==> config.mk <==
export PLATFORM = sky130hd
export DESIGN_NAME = countdown_mmss
export DESIGN_NICKNAME = d
export VERILOG_FILES = /design/src/rtl/countdown_pkg.sv /design/src/rtl/bcd_down_digit.sv /design/src/rtl/countdown_mmss.sv
export SDC_FILE = /design/constraint.sdc
export NUM_CORES = 1
export LEC_CHECK = 0
export BUFFER_PORTS_ARGS = -buffer_cell sky130_fd_sc_hd__clkbuf_2
export CORE_MARGIN = 8
export CORE_UTILIZATION = 50
export CTS_BUF_LIST = sky130_fd_sc_hd__clkbuf_16
export CTS_CLUSTER_DIAMETER = 30
export CTS_CLUSTER_SIZE = 40
export DETAILED_ROUTE_END_ITERATION = 8
export MAX_ROUTING_LAYER = met4
export PLACE_DENSITY_LB_ADDON = 0.3
export SYNTH_ARGS = -nofsm -noshare
export SYNTH_HDL_FRONTEND = slang
export SYNTH_SLANG_ARGS = --single-unit
==> constraint.sdc <==
create_clock -name clk -period 2.77 [get_ports clk]
set_clock_uncertainty 0.1 [all_clocks]
set_input_delay 0 -clock clk [delete_from_list [all_inputs] [get_ports clk]]
set_output_delay 0 -clock clk [all_outputs]
set_load 0.01 [all_outputs]
==> src/rtl/countdown_pkg.sv <==
// countdown_pkg
// Shared definitions for the BCD mm:ss countdown timer.
//   - state_t           : controller states
//   - *_MAX             : wrap value of each BCD digit stage
//   - *_LSB             : bit offset of each digit inside the packed 16-bit value
//   - clamp_digit       : clamps one BCD digit to a stage maximum
//   - sanitise_preset   : clamps every digit of a packed preset to its stage maximum
package countdown_pkg;

  typedef enum logic [1:0] {
    ST_IDLE  = 2'd0,
    ST_RUN   = 2'd1,
    ST_PAUSE = 2'd2,
    ST_DONE  = 2'd3
  } state_t;

  localparam logic [3:0] SEC_ONES_MAX = 4'd9;
  localparam logic [3:0] SEC_TENS_MAX = 4'd5;
  localparam logic [3:0] MIN_ONES_MAX = 4'd9;
  localparam logic [3:0] MIN_TENS_MAX = 4'd5;

  localparam int SEC_ONES_LSB = 0;
  localparam int SEC_TENS_LSB = 4;
  localparam int MIN_ONES_LSB = 8;
  localparam int MIN_TENS_LSB = 12;

  function automatic logic [3:0] clamp_digit(input logic [3:0] d, input logic [3:0] max);
    return (d > max) ? max : d;
  endfunction

  function automatic logic [15:0] sanitise_preset(input logic [15:0] p);
    logic [15:0] r;
    r = 16'h0000;
    r[SEC_ONES_LSB +: 4] = clamp_digit(p[SEC_ONES_LSB +: 4], SEC_ONES_MAX);
    r[SEC_TENS_LSB +: 4] = clamp_digit(p[SEC_TENS_LSB +: 4], SEC_TENS_MAX);
    r[MIN_ONES_LSB +: 4] = clamp_digit(p[MIN_ONES_LSB +: 4], MIN_ONES_MAX);
    r[MIN_TENS_LSB +: 4] = clamp_digit(p[MIN_TENS_LSB +: 4], MIN_TENS_MAX);
    return r;
  endfunction

endpackage

==> src/rtl/bcd_down_digit.sv <==
// bcd_down_digit
// One stage of the BCD down-counting borrow chain. Decrements when dec_in is
// high; a stage at zero wraps to MAX and raises borrow_out for the next stage.
// Ports:
//   clk, rst_n   : clock, asynchronous active-low reset
//   load         : synchronous load of load_val (takes priority over dec_in)
//   load_val     : value to load (already sanitised by the caller)
//   dec_in       : decrement request for this stage
//   digit        : registered digit value
//   borrow_out   : decrement request for the next stage up
module bcd_down_digit #(
  parameter logic [3:0] MAX = 4'd9
) (
  input  logic       clk,
  input  logic       rst_n,
  input  logic       load,
  input  logic [3:0] load_val,
  input  logic       dec_in,
  output logic [3:0] digit,
  output logic       borrow_out
);

  // Digit register: load, wrap-on-borrow decrement, or hold.
  always_ff @(posedge clk or negedge rst_n) begin
    if (!rst_n) begin
      digit <= 4'd0;
    end else if (load) begin
      digit <= load_val;
    end else if (dec_in) begin
      digit <= (digit == 4'd0) ? MAX : (digit - 4'd1);
    end else begin
      digit <= digit;
    end
  end

  assign borrow_out = (digit == 4'd0) & dec_in;

endmodule

==> src/rtl/countdown_mmss.sv <==
// countdown_mmss
// BCD minutes:seconds countdown timer. Counts down once every TICK_DIV clocks
// from a loaded preset and flags expiry when 00:00 is reached.
// Ports:
//   clk, rst_n : clock, asynchronous active-low reset
//   load       : load preset (ignored while running)
//   preset     : BCD {min_tens, min_ones, sec_tens, sec_ones}
//   start      : begin / resume counting
//   pause      : hold counting (wins over start)
//   digits     : current BCD value, same packing as preset
//   running    : high while counting
//   expired    : high from reaching 00:00 until the next load
//   done       : one-cycle pulse on reaching 00:00
module countdown_mmss
  import countdown_pkg::*;
#(
  parameter int TICK_DIV = 50_000_000
) (
  input  logic        clk,
  input  logic        rst_n,
  input  logic        load,
  input  logic [15:0] preset,
  input  logic        start,
  input  logic        pause,
  output logic [15:0] digits,
  output logic        running,
  output logic        expired,
  output logic        done
);

  localparam int PW = (TICK_DIV > 1) ? $clog2(TICK_DIV) : 1;
  localparam logic [PW-1:0] PRESC_LAST = PW'(TICK_DIV - 1);

  state_t        state_r;
  logic [PW-1:0] prescaler_r;

  logic [15:0] preset_clean_s;
  logic        load_en_s;
  logic        tick_s;
  logic        terminal_s;

  logic [3:0] sec_ones_r, sec_tens_r, min_ones_r, min_tens_r;
  logic       sec_ones_borrow_s, sec_tens_borrow_s, min_ones_borrow_s, min_tens_borrow_s;

  assign preset_clean_s = sanitise_preset(preset);

  // load is honoured everywhere except RUN.
  assign load_en_s  = load & (state_r != ST_RUN);
  // A paused cycle never counts, so a pause arriving on the last prescaler
  // count defers the decrement rather than losing it.
  assign tick_s     = (state_r == ST_RUN) & ~pause & (prescaler_r == PRESC_LAST);
  assign terminal_s = tick_s & (digits == 16'h0001);

  bcd_down_digit #(.MAX(SEC_ONES_MAX)) u_sec_ones (
    .clk(clk), .rst_n(rst_n), .load(load_en_s),
    .load_val(preset_clean_s[SEC_ONES_LSB +: 4]), .dec_in(tick_s),
    .digit(sec_ones_r), .borrow_out(sec_ones_borrow_s)
  );

  bcd_down_digit #(.MAX(SEC_TENS_MAX)) u_sec_tens (
    .clk(clk), .rst_n(rst_n), .load(load_en_s),
    .load_val(preset_clean_s[SEC_TENS_LSB +: 4]), .dec_in(sec_ones_borrow_s),
    .digit(sec_tens_r), .borrow_out(sec_tens_borrow_s)
  );

  bcd_down_digit #(.MAX(MIN_ONES_MAX)) u_min_ones (
    .clk(clk), .rst_n(rst_n), .load(load_en_s),
    .load_val(preset_clean_s[MIN_ONES_LSB +: 4]), .dec_in(sec_tens_borrow_s),
    .digit(min_ones_r), .borrow_out(min_ones_borrow_s)
  );

  // The top stage's borrow would mean wrapping past 00:00, which the
  // terminal detect prevents, so it is left unconnected downstream.
  bcd_down_digit #(.MAX(MIN_TENS_MAX)) u_min_tens (
    .clk(clk), .rst_n(rst_n), .load(load_en_s),
    .load_val(preset_clean_s[MIN_TENS_LSB +: 4]), .dec_in(min_ones_borrow_s),
    .digit(min_tens_r), .borrow_out(min_tens_borrow_s)
  );

  assign digits = {min_tens_r, min_ones_r, sec_tens_r, sec_ones_r};

  // Controller FSM with prescaler and registered status flags.
  always_ff @(posedge clk or negedge rst_n) begin
    if (!rst_n) begin
      state_r     <= ST_IDLE;
      prescaler_r <= '0;
      running     <= 1'b0;
      expired     <= 1'b0;
      done        <= 1'b0;
    end else begin
      done <= 1'b0;
      case (state_r)
        ST_IDLE: begin
          if (load) begin
            prescaler_r <= '0;
          end else if (pause) begin
            state_r <= ST_IDLE;
          end else if (start && (digits != 16'h0000)) begin
            state_r     <= ST_RUN;
            prescaler_r <= '0;
            running     <= 1'b1;
          end else begin
            state_r <= ST_IDLE;
          end
        end
        ST_RUN: begin
          if (pause) begin
            state_r <= ST_PAUSE;
            running <= 1'b0;
          end else if (terminal_s) begin
            state_r     <= ST_DONE;
            prescaler_r <= '0;
            running     <= 1'b0;
            expired     <= 1'b1;
            done        <= 1'b1;
          end else if (tick_s) begin
            prescaler_r <= '0;
          end else begin
            prescaler_r <= prescaler_r + {{(PW-1){1'b0}}, 1'b1};
          end
        end
        ST_PAUSE: begin
          if (load) begin
            state_r     <= ST_IDLE;
            prescaler_r <= '0;
          end else if (pause) begin
            state_r <= ST_PAUSE;
          end else if (start) begin
            state_r <= ST_RUN;
            running <= 1'b1;
          end else begin
            state_r <= ST_PAUSE;
          end
        end
        ST_DONE: begin
          if (load) begin
            state_r     <= ST_IDLE;
            prescaler_r <= '0;
            expired     <= 1'b0;
          end else begin
            state_r <= ST_DONE;
          end
        end
        default: begin
          state_r     <= ST_IDLE;
          prescaler_r <= '0;
          running     <= 1'b0;
          expired     <= 1'b0;
        end
      endcase
    end
  end

endmodule

==> results of run 1 <==
==> area by class of cell <==
| class | instances | share of cell area [%] |
|---|---|---|
| multi-input cells | 246 | 44.6 |
| inverters | 8 | 0.866 |
| clock buffers | 5 | 3.61 |
| clock inverters | 1 | 0.108 |
| well taps | 72 | 2.60 |
| flip-flops and latches | 47 | 33.9 |
| repair buffers | 72 | 14.4 |
==> final timing paths <==
check	from	to	slack [ns]	cells after the start
max	prescaler_r[0]	u_sec_ones.digit[3]	0.17	6
min	preset[7]	u_sec_tens.digit[1]	0.01	4
max reg2reg	prescaler_r[0]	u_sec_ones.digit[3]	0.17	6
min reg2reg	running	running	0.39	1
max in group asynchronous	rst_n	prescaler_r[10]	1.60	3
min in group asynchronous	rst_n	u_min_tens.digit[1]	0.23	2
==> power groups by stage <==
stage                     clock network (mW)  logic (mW)  registers, mW
after global routing                   0.596       0.359          0.808
final                                  0.557       0.320          0.799
after CTS                              0.563       0.321          0.797
after global placement                     0       0.289          0.807
after floorplan                            0       0.172          0.808
after detailed placement                   0       0.295          0.808
==> state kept, by name (all words and copies together), names as in the netlist <==
signal	count
done	1
expired	1
u_min_ones.digit	4
u_sec_tens.digit	4
state_r	2
u_min_tens.digit	4
u_sec_ones.digit	4
prescaler_r	26
running	1
==> stage by stage <==
step / total power [mW] / utilization (%) / area, um2 / cells / hold WS, ns
final: 1.68 / 63.0 / 3470 / 451 / 0.0147
after global routing: 1.76 / 63.0 / 3470 / 451 / 0.0497
after CTS: 1.68 / 62.9 / 3460 / 451 / 0.0224
after detailed placement: 1.10 / 56.5 / 3110 / 423 / 0.00546
after global placement: 1.10 / 56.5 / 3110 / 423 / 0.00363
after floorplan: 0.980 / - / 2840 / 322 / -0.396
==> critical path, delay by kind of cell (launching register included) <==
| kind | cells | cell delay (ns) |
|---|---|---|
| DFF | 1 | 0.40 |
| and+or+nand+nor | 4 | 1.61 |
| AOI/OAI and AO/OA | 1 | 0.17 |
| adders and majority gates | 1 | 0.23 |
==> per-layer routing <==
metal | vias to the layer above | track usage, % | part of all wire (%)
met4 | 0 | 5.32 | 1.2
met3 | 11 | 4.69 | 6.6
met2 | 96 | 31.3 | 47
met1 | 1421 | 23.9 | 45
li1 | 1390 | - | -
met5 | - | - | 0
==> layout by cell type (no fill, tap or decap), types with 10 or more instances in the layout <==
| cell | instances |
|---|---|
| dlygate4sd3_1 | 22 |
| nand2_1 | 16 |
| a31oi_1 | 49 |
| o21ai_0 | 12 |
| or3_1 | 10 |
| nor2_1 | 23 |
| buf_4 | 11 |
| and3_1 | 11 |
| clkbuf_2 | 39 |
| dfrtp_1 | 47 |
| nor3_1 | 12 |
| nand3b_1 | 13 |
| nand3_1 | 13 |
==> logic make-up after synthesis <==
kind of cell,count (synthesis),synth area share (%)
adders and majority gates,1,0.441
DFF,47,41.5
buffers and inverters,29,4.41
xor gates and xnor gates,1,0.309
and+or+nand+nor,145,30.2
AOI/OAI and AO/OA,98,22.8
muxes,1,0.353
==> what timing repair did <==
| action | in CTS | in global routing |
|---|---|---|
| hold endpoints to repair | 46 | 0 |
| endpoints found under the setup margin | 0 | 7 |
| hold buffers | 22 | 0 |
| gates resized for setup | 0 | 1 |
==> metrics.cfg, run 1 <==
[global_route]
grt_max_degree = 31
grt_pass1_vias = 2787
grt_first_pass_wirelength_mm = 13.5
grtUsageTotal_pct = 19.5
antenna_found_initial = 0
grt_overflow = 0

[logic_synthesis]
netlist_top_cells_count = a31oi_1, dfrtp_1, nor2_1, nand2_1, clkbuf_1
yosysSeqAreaShare_pct = 41.5
synth_edf_count = 0
synth_top_area_share_pct = 41.5
ys.warnings.count = 0
ys_top_cells_by_area = dfrtp_1, a31oi_1, nand3b_1, nor2_1, and3_1
yosysMostFrequentCell = a31oi_1
synth_seq_cells = 47
synthArstFlopShare_pct = 100
synth_flop_cell = dfrtp_1
yosysUniqueCellTypes = 54
syn_avg_cell_area_um2 = 8.81
syn_area_um2 = 2840
synth.largest_area_cell = dfrtp_1
synth_cells = 322
syn_nets = 344

[floorplan]
core_area_um2 = 5510
start_util_pct = 51.5
die_h_um = 91.3
ios = 40
num_rows = 27
die_w_um = 91.3
dieArea_um2 = 8340

[placement]
port_buffers = 39
pre_cts_ws_ns = 0.145
hpwlAfterDp_mm = 5.17
place_congestion = 0.822

[clocking]
path_clk_slew_ns = 0.06
cts_buffer_depth = 2
cts_tree = built
clock_sinks = 47
clockRootBuffer = clkbuf_16
cts_setup_buffers = 0
cts_buffers = 5
htree_num_levels = 2
clk_latency_ns = 0.28

[power]
p_comb_share_pct = 19.1
power.switching_mw = 0.487
p_int_mw = 1.19
sequentialPowerShare_pct = 47.7
power.share.switching_pct = 29.1
worst_ir_drop_vdd_mv = 0.277
clkPwrFrac_pct = 33.2
power_density_nw_per_um2 = 483
leakage_nw = 1.41

[outcome]
outcome = complete, no violations

[timing]
finalCritPeriodShare_pct = 93.8
finalCriticalPeriod_ns = 2.60
rsz0062_at_grt = no
tns_ns = 0
slew_violations = 0
setup_viol = 0
slew_headroom_pct = 48.8
hold_viol_final = 0
layout_setup_ws_ns = 0.173
max_freq_mhz = 385
worst_pin_slew_ns = 0.767

[detailed_routing]
routed_via_density = 6.47
drtIter0Drc = 234
antenna_left = 0
routedWlPerCell_um = 17.5
first_pass_iters = 4
wirelength_mm = 7.87
drc = 0
vias = 2918

[final_layout]
register_area_um2 = 1180
num_antenna_cells = 0
num-nets-final = 402
multi_input_area_um2 = 1550
layout-drive-gt1-share_pct = 16.6
n_fill_cell = 460
syn_to_final_growth_pct = 22.3

[job]
max-cap-violations = 0

[critical_path]
critPathLaunchType = flop
arrival_ns = 2.70
endpoint_kind = flop
cpMaxStageDelayCell = or4_1
cp_max_fo = 14
cpPeakStageDelay_ns = 0.62
critPathKind = reg -> reg
crit_path_cell_trace = ha_1, nand3_2, or3_1, or4_1, or4b_1, a31oi_1
required_ns = 2.88

[min_path]
hp-class = in -> reg

No activity file was read; power rests on OpenSTA's default activity.
==> inputs of run 2 (changes only) <==
--- a/config.mk
+++ b/config.mk
@@ -7,11 +7,12 @@
 export LEC_CHECK = 0
 export BUFFER_PORTS_ARGS = -buffer_cell sky130_fd_sc_hd__clkbuf_2
 export CORE_MARGIN = 8
-export CORE_UTILIZATION = 50
+export CORE_UTILIZATION = 57
 export CTS_BUF_LIST = sky130_fd_sc_hd__clkbuf_16
 export CTS_CLUSTER_DIAMETER = 30
 export CTS_CLUSTER_SIZE = 40
 export DETAILED_ROUTE_END_ITERATION = 8
+export HOLD_SLACK_MARGIN = 0.05
 export MAX_ROUTING_LAYER = met4
 export PLACE_DENSITY_LB_ADDON = 0.3
 export SYNTH_ARGS = -nofsm -noshare
==> metrics.cfg, run 2 (same netlist as run 1, synthesis figures left out) <==
[power]
sequentialPowerShare_pct = 47.1  ; was 47.7%
p_int_mw = 1.20  ; was 1.19 mW
power_density_nw_per_um2 = 484  ; was 483 nW/um2
leakage_nw = 1.43  ; was 1.41 nW
power.share.switching_pct = 29.4  ; was 29.1%
worst_ir_drop_vdd_mv = 0.367  ; was 0.277 mV
p_comb_share_pct = 19.6  ; was 19.1%
clkPwrFrac_pct = 33.3  ; was 33.2%
power.switching_mw = 0.499  ; was 0.487 mW

[global_route]
grt_first_pass_wirelength_mm = 13.7  ; was 13.5 mm
antenna_found_initial = 0  ; unchanged
grt_overflow = 0  ; unchanged
grtUsageTotal_pct = 22.9  ; was 19.5%
grt_pass1_vias = 2777  ; was 2787
grt_max_degree = 35  ; was 31

[critical_path]
crit_top_cell = or3_1
crit_buf_inv = 0  ; unchanged
crit_path_cell_trace = ha_1, nand3_2, or3_1, or3_1, or4_1, and3_1  ; was ha_1, nand3_2, or3_1, or4_1, or4b_1, a31oi_1
cp_max_fo = 11  ; was 14
reg2reg_depth = 6  ; unchanged
critPathLaunchType = flop  ; unchanged
endpoint_kind = flop  ; unchanged
required_ns = 2.84  ; was 2.88 ns
crit_family = simple AND/OR/NAND/NOR gates  ; unchanged
critPathKind = reg -> reg  ; unchanged
rrSetupSlack_ns = 0.14  ; was 0.17 ns
arrival_ns = 2.70  ; about the same
cp.depth = 6  ; unchanged
cpMaxStageDelayCell = or4_1  ; unchanged
cpPeakStageDelay_ns = 0.57  ; was 0.62 ns

[final_layout]
num_antenna_cells = 0  ; unchanged
top_register = prescaler_r  ; unchanged
num-nets-final = 405  ; was 402
layout-drive-gt1-share_pct = 16.4  ; was 16.6%
final_cell_mix = a31oi_1, dfrtp_1, clkbuf_2  ; unchanged
final_common_cell = a31oi_1  ; unchanged
largest_reg_flops = 26  ; unchanged
fin_cells = 451  ; unchanged
syn_to_final_growth_pct = 23.7  ; was 22.3%
n_fill_cell = 350  ; was 460

[placement]
place_congestion = 0.886  ; was 0.822
hpwlAfterDp_mm = 5.05  ; was 5.17 mm
port_buffers = 39  ; unchanged
dp_cells = 417  ; was 423

[timing]
rsz0062_at_grt = no  ; unchanged
max_freq_mhz = 380  ; was 385 MHz
worst_pin_slew_ns = 0.873  ; was 0.767 ns
finalCriticalPeriod_ns = 2.63  ; was 2.60 ns
tns_ns = 0  ; unchanged
slew_headroom_pct = 41.8  ; was 48.8%
slew_violations = 0  ; unchanged
hold_viol_final = 0  ; unchanged
finalCritPeriodShare_pct = 95.0  ; was 93.8%
setup_viol = 0  ; unchanged

[clocking]
cts_tree = built  ; unchanged
cts_setup_buffers = 0  ; unchanged
clockRootBuffer = clkbuf_16  ; unchanged
cts_buffers = 5  ; unchanged
clock_sinks = 47  ; unchanged
cts_buffer_depth = 2  ; unchanged
path_clk_slew_ns = 0.06  ; about the same
clk_latency_ns = 0.28  ; about the same
htree_num_levels = 2  ; unchanged

[floorplan]
start_util_pct = 59.6  ; was 51.5%
dieArea_um2 = 7490  ; was 8340 um2
die_w_um = 86.5  ; was 91.3 um
ios = 40  ; unchanged
num_rows = 25  ; was 27
core_area_um2 = 4750  ; was 5510 um2
die_h_um = 86.5  ; was 91.3 um

[outcome]
outcome = complete, no violations  ; unchanged

[detailed_routing]
routed_via_density = 6.60  ; was 6.47
vias = 2975  ; was 2918
routedWlPerCell_um = 18.2  ; was 17.5 um
drtIter0Drc = 231  ; was 234
wirelength_mm = 8.19  ; was 7.87 mm
first_pass_iters = 4  ; unchanged
antenna_left = 0  ; unchanged
drc = 0  ; unchanged

[job]
max-cap-violations = 0  ; unchanged

[min_path]
hp-class = in -> async  ; was in -> reg

run 2: path summary, 6_finish.rpt:
check,to,startpoint
worst min-delay path,prescaler_r[0],rst_n
worst min register to register,running,running
max in group asynchronous,prescaler_r[14],rst_n
worst max-delay path,u_min_tens.digit[3],prescaler_r[0]
worst max register to register,u_min_tens.digit[3],prescaler_r[0]
min in group clk,running,running
run 2: timing repair:
item,in CTS,in global routing
endpoints found under the setup margin,0,9
gates resized for setup,0,2
hold endpoints to repair,51,0
hold buffers,26,0
run 2: routing by layer:
layer	vias up	part of all wire (%)	global-route usage (%)	wire, um
met5	-	0	-	0
met4	0	0.79	4.54	65
met3	6	6.9	3.97	562
met2	130	49	37.5	3980
met1	1444	44	29.1	3580
li1	1395	-	-	-
run 2: area by class of cell:
class / instances / area [um2] / share of cell area [%]
clock buffer: 5 / 125 / 3.57
clock inverter: 3 / 11.3 / 0.321
inverter: 8 / 30.0 / 0.857
multi-input combinational: 246 / 1550 / 44.2
sequential: 47 / 1180 / 33.5
tap: 67 / 83.8 / 2.39
timing repair buffer: 75 / 531 / 15.1
run 2: power groups by stage:
| stage | combinational (mW) | clock [mW] | sequential (mW) |
|---|---|---|---|
| 3_3_place_gp | 0.287 | 0 | 0.806 |
| 5_1_grt | 0.368 | 0.598 | 0.808 |
| 6_report | 0.332 | 0.565 | 0.799 |
| 3_5_place_dp | 0.294 | 0 | 0.808 |
| 4_1_cts | 0.325 | 0.573 | 0.796 |
| 2_1_floorplan | 0.172 | 0 | 0.808 |
run 2: through the flow:
stage	instance area (um2)	hold WS [ns]	utilization [%]	setup slack (ns)	power, mW
finish	3510	0.266	73.7	0.139	1.70
global placement	3100	0.0416	65.2	0.180	1.09
detailed placement	3100	0.0449	65.2	0.113	1.10
global route	3510	0.343	73.7	0.0510	1.77
floorplan	2840	-0.396	-	0.367	0.980
CTS	3500	0.285	73.5	0.119	1.69
run 2: worst register-to-register path, stage by stage, from the launching register on:
cell     delay (ns)
dfrtp_1        0.39
ha_1           0.24
nand3_2        0.16
or3_1          0.39
or3_1          0.47
or4_1          0.57
and3_1         0.20
==> inputs of run 3 (changes only) <==
--- a/config.mk
+++ b/config.mk
@@ -6,6 +6,7 @@
 export NUM_CORES = 1
 export LEC_CHECK = 0
 export BUFFER_PORTS_ARGS = -buffer_cell sky130_fd_sc_hd__clkbuf_2
+export CORE_ASPECT_RATIO = 1.2
 export CORE_MARGIN = 8
 export CORE_UTILIZATION = 57
 export CTS_BUF_LIST = sky130_fd_sc_hd__clkbuf_16
==> metrics.cfg, run 3 (same netlist as run 1, synthesis figures left out) <==
[clocking]
clk_latency_ns = 0.29  ; was 0.28 ns
cts_buffers = 5  ; unchanged
clockRootBuffer = clkbuf_16  ; unchanged
cts_buffer_depth = 2  ; unchanged
ctsResizeCount = 0  ; unchanged
htree_num_levels = 2  ; unchanged
cts_tree = built  ; unchanged
path_clk_slew_ns = 0.06  ; about the same
clock_sinks = 47  ; unchanged

[floorplan]
core_area_um2 = 4870  ; was 4750 um2
die_w_um = 80.4  ; was 86.5 um
ios = 40  ; unchanged
start_util_pct = 58.2  ; was 59.6%
num_rows = 28  ; was 25
dieArea_um2 = 7500  ; was 7490 um2
die_h_um = 93.3  ; was 86.5 um

[timing]
finalCritPeriodShare_pct = 94.9  ; was 95.0%
rsz0062_at_grt = no  ; unchanged
setup_viol = 0  ; unchanged
max_freq_mhz = 380  ; about the same
hold_viol_final = 0  ; unchanged
tns_ns = 0  ; unchanged
slew_violations = 0  ; unchanged
finalCriticalPeriod_ns = 2.63  ; about the same
worst_pin_slew_ns = 0.738  ; was 0.873 ns
slew_headroom_pct = 50.8  ; was 41.8%

[global_route]
grtUsageTotal_pct = 24.2  ; was 22.9%
antenna_found_initial = 0  ; unchanged
grt_max_degree = 29  ; was 35
grt_first_pass_wirelength_mm = 14.3  ; was 13.7 mm
grt_pass1_vias = 2966  ; was 2777
grt_overflow = 0  ; unchanged

[detailed_routing]
drtIter0Drc = 189  ; was 231
routed_via_density = 6.81  ; was 6.60
first_pass_iters = 7  ; was 4
drc = 0  ; unchanged
vias = 3023  ; was 2975
wirelength_mm = 8.33  ; was 8.19 mm
antenna_left = 0  ; unchanged
routedWlPerCell_um = 18.8  ; was 18.2 um

[critical_path]
critPathLaunchType = flop  ; unchanged
arrival_ns = 2.74  ; was 2.70 ns
required_ns = 2.88  ; was 2.84 ns
endpoint_kind = flop  ; unchanged
rrSetupSlack_ns = 0.14  ; about the same
endpoint = u_sec_ones.digit[3]  ; was u_min_tens.digit[3]
reg2reg_depth = 6  ; unchanged
timing.rr.start = prescaler_r[0]  ; unchanged
critPathKind = reg -> reg  ; unchanged
r2r-end = u_sec_ones.digit[3]  ; was u_min_tens.digit[3]
cp_max_fo = 14  ; was 11
cp-startpoint = prescaler_r[0]  ; unchanged

[final_layout]
final_cell_mix = a31oi_1, dfrtp_1, clkbuf_2  ; unchanged
layout-drive-gt1-share_pct = 16.7  ; was 16.4%
num-nets-final = 406  ; was 405
top_register = prescaler_r  ; unchanged
final_common_cell = a31oi_1  ; unchanged
largest_reg_flops = 26  ; unchanged
n_fill_cell = 352  ; was 350
syn_to_final_growth_pct = 24.2  ; was 23.7%
num_antenna_cells = 0  ; unchanged

[power]
total_power_mw = 1.81  ; was 1.70 mW
p_comb_share_pct = 18.3  ; was 19.6%
power_density_nw_per_um2 = 513  ; was 484 nW/um2
worst_ir_drop_vdd_mv = 0.392  ; was 0.367 mV
p_int_mw = 1.29  ; was 1.20 mW
clkPwrFrac_pct = 37.3  ; was 33.3%
power.share.switching_pct = 28.4  ; was 29.4%
power.switching_mw = 0.513  ; was 0.499 mW
sequentialPowerShare_pct = 44.3  ; was 47.1%
leakage_nw = 1.44  ; was 1.43 nW

[min_path]
hp-class = in -> async  ; unchanged

[placement]
place_congestion = 0.877  ; was 0.886
hpwlAfterDp_mm = 5.40  ; was 5.05 mm
port_buffers = 39  ; unchanged

[job]
max-cap-violations = 0  ; unchanged

[outcome]
outcome = complete, no violations  ; unchanged

## run 3: changes by cell type in the layout (fill, tap and decap cells not counted)
cell	change
buf_4	+1
bufinv_16	+1
clkinv_1	-2
clkinvlp_4	+1
inv_1	-1
nor4b_1	+1
nor4b_2	-1
or4_1	+1
or4_4	-1
## run 3: worst min-delay path by stage
stage / from / end / slack [ns] / cells after the start
global placement: rst_n / u_min_tens.digit[1] / -0.02 / 1
CTS: rst_n / u_min_tens.digit[2] / 0.23 / 2
finish: rst_n / u_min_ones.digit[3] / 0.22 / 2
floorplan: rst_n / done / -0.40 / 0
global route: rst_n / u_min_tens.digit[2] / 0.29 / 2
detailed placement: rst_n / u_min_tens.digit[2] / -0.01 / 1
## run 3: power by group through the flow
stage | sequential [mW] | clock (mW) | combinational (mW)
6_report | 0.800 | 0.674 | 0.331
5_1_grt | 0.810 | 0.714 | 0.369
4_1_cts | 0.797 | 0.681 | 0.328
3_5_place_dp | 0.808 | 0 | 0.297
3_3_place_gp | 0.807 | 0 | 0.287
2_1_floorplan | 0.808 | 0 | 0.172
## run 3: final cells by class
| class | count | area (um2) | share of cell area (%) |
|---|---|---|---|
| repair buffers | 76 | 538 | 15.3 |
| well taps | 60 | 75.1 | 2.13 |
| flip-flops and latches | 47 | 1180 | 33.4 |
| clock inverters | 2 | 37.5 | 1.07 |
| clock buffers | 5 | 125 | 3.55 |
| multi-input cells | 246 | 1540 | 43.7 |
| inverters | 8 | 30.0 | 0.853 |
## run 3: worst max-delay path, stage by stage (launching register included)
cell	delay, ns
dfrtp_1	0.40
ha_1	0.24
nand3_2	0.11
or3_1	0.38
or4_1	0.62
or4b_1	0.53
a31oi_1	0.18
## run 3: per-stage QoR
step / hold WS, ns / utilization [%] / std cells / worst slack (ns) / cell area [um2]
CTS: 0.225 / 72.3 / 444 / 0.175 / 3520
finish: 0.220 / 72.3 / 444 / 0.142 / 3520
global route: 0.289 / 72.3 / 444 / 0.00180 / 3520
floorplan: -0.396 / - / 322 / 0.367 / 2840
global placement: -0.0218 / 63.6 / 411 / 0.233 / 3100
detailed placement: -0.0114 / 63.6 / 411 / 0.177 / 3100
## run 3: per-layer routing
| metal | global-route usage (%) | part of all wire, % | vias to the layer above |
|---|---|---|---|
| met4 | 10.6 | 2.6 | 0 |
| met3 | 4.13 | 7.2 | 21 |
| met5 | - | 0 | - |
| li1 | - | - | 1396 |
| met1 | 29.0 | 39 | 1472 |
| met2 | 38.8 | 51 | 134 |
## run 3: timing repair
| item | 4_1_cts | 5_1_grt |
|---|---|---|
| setup buffers | 0 | 0 |
| endpoints found under the hold margin | 45 | 0 |
| hold buffers | 26 | 0 |
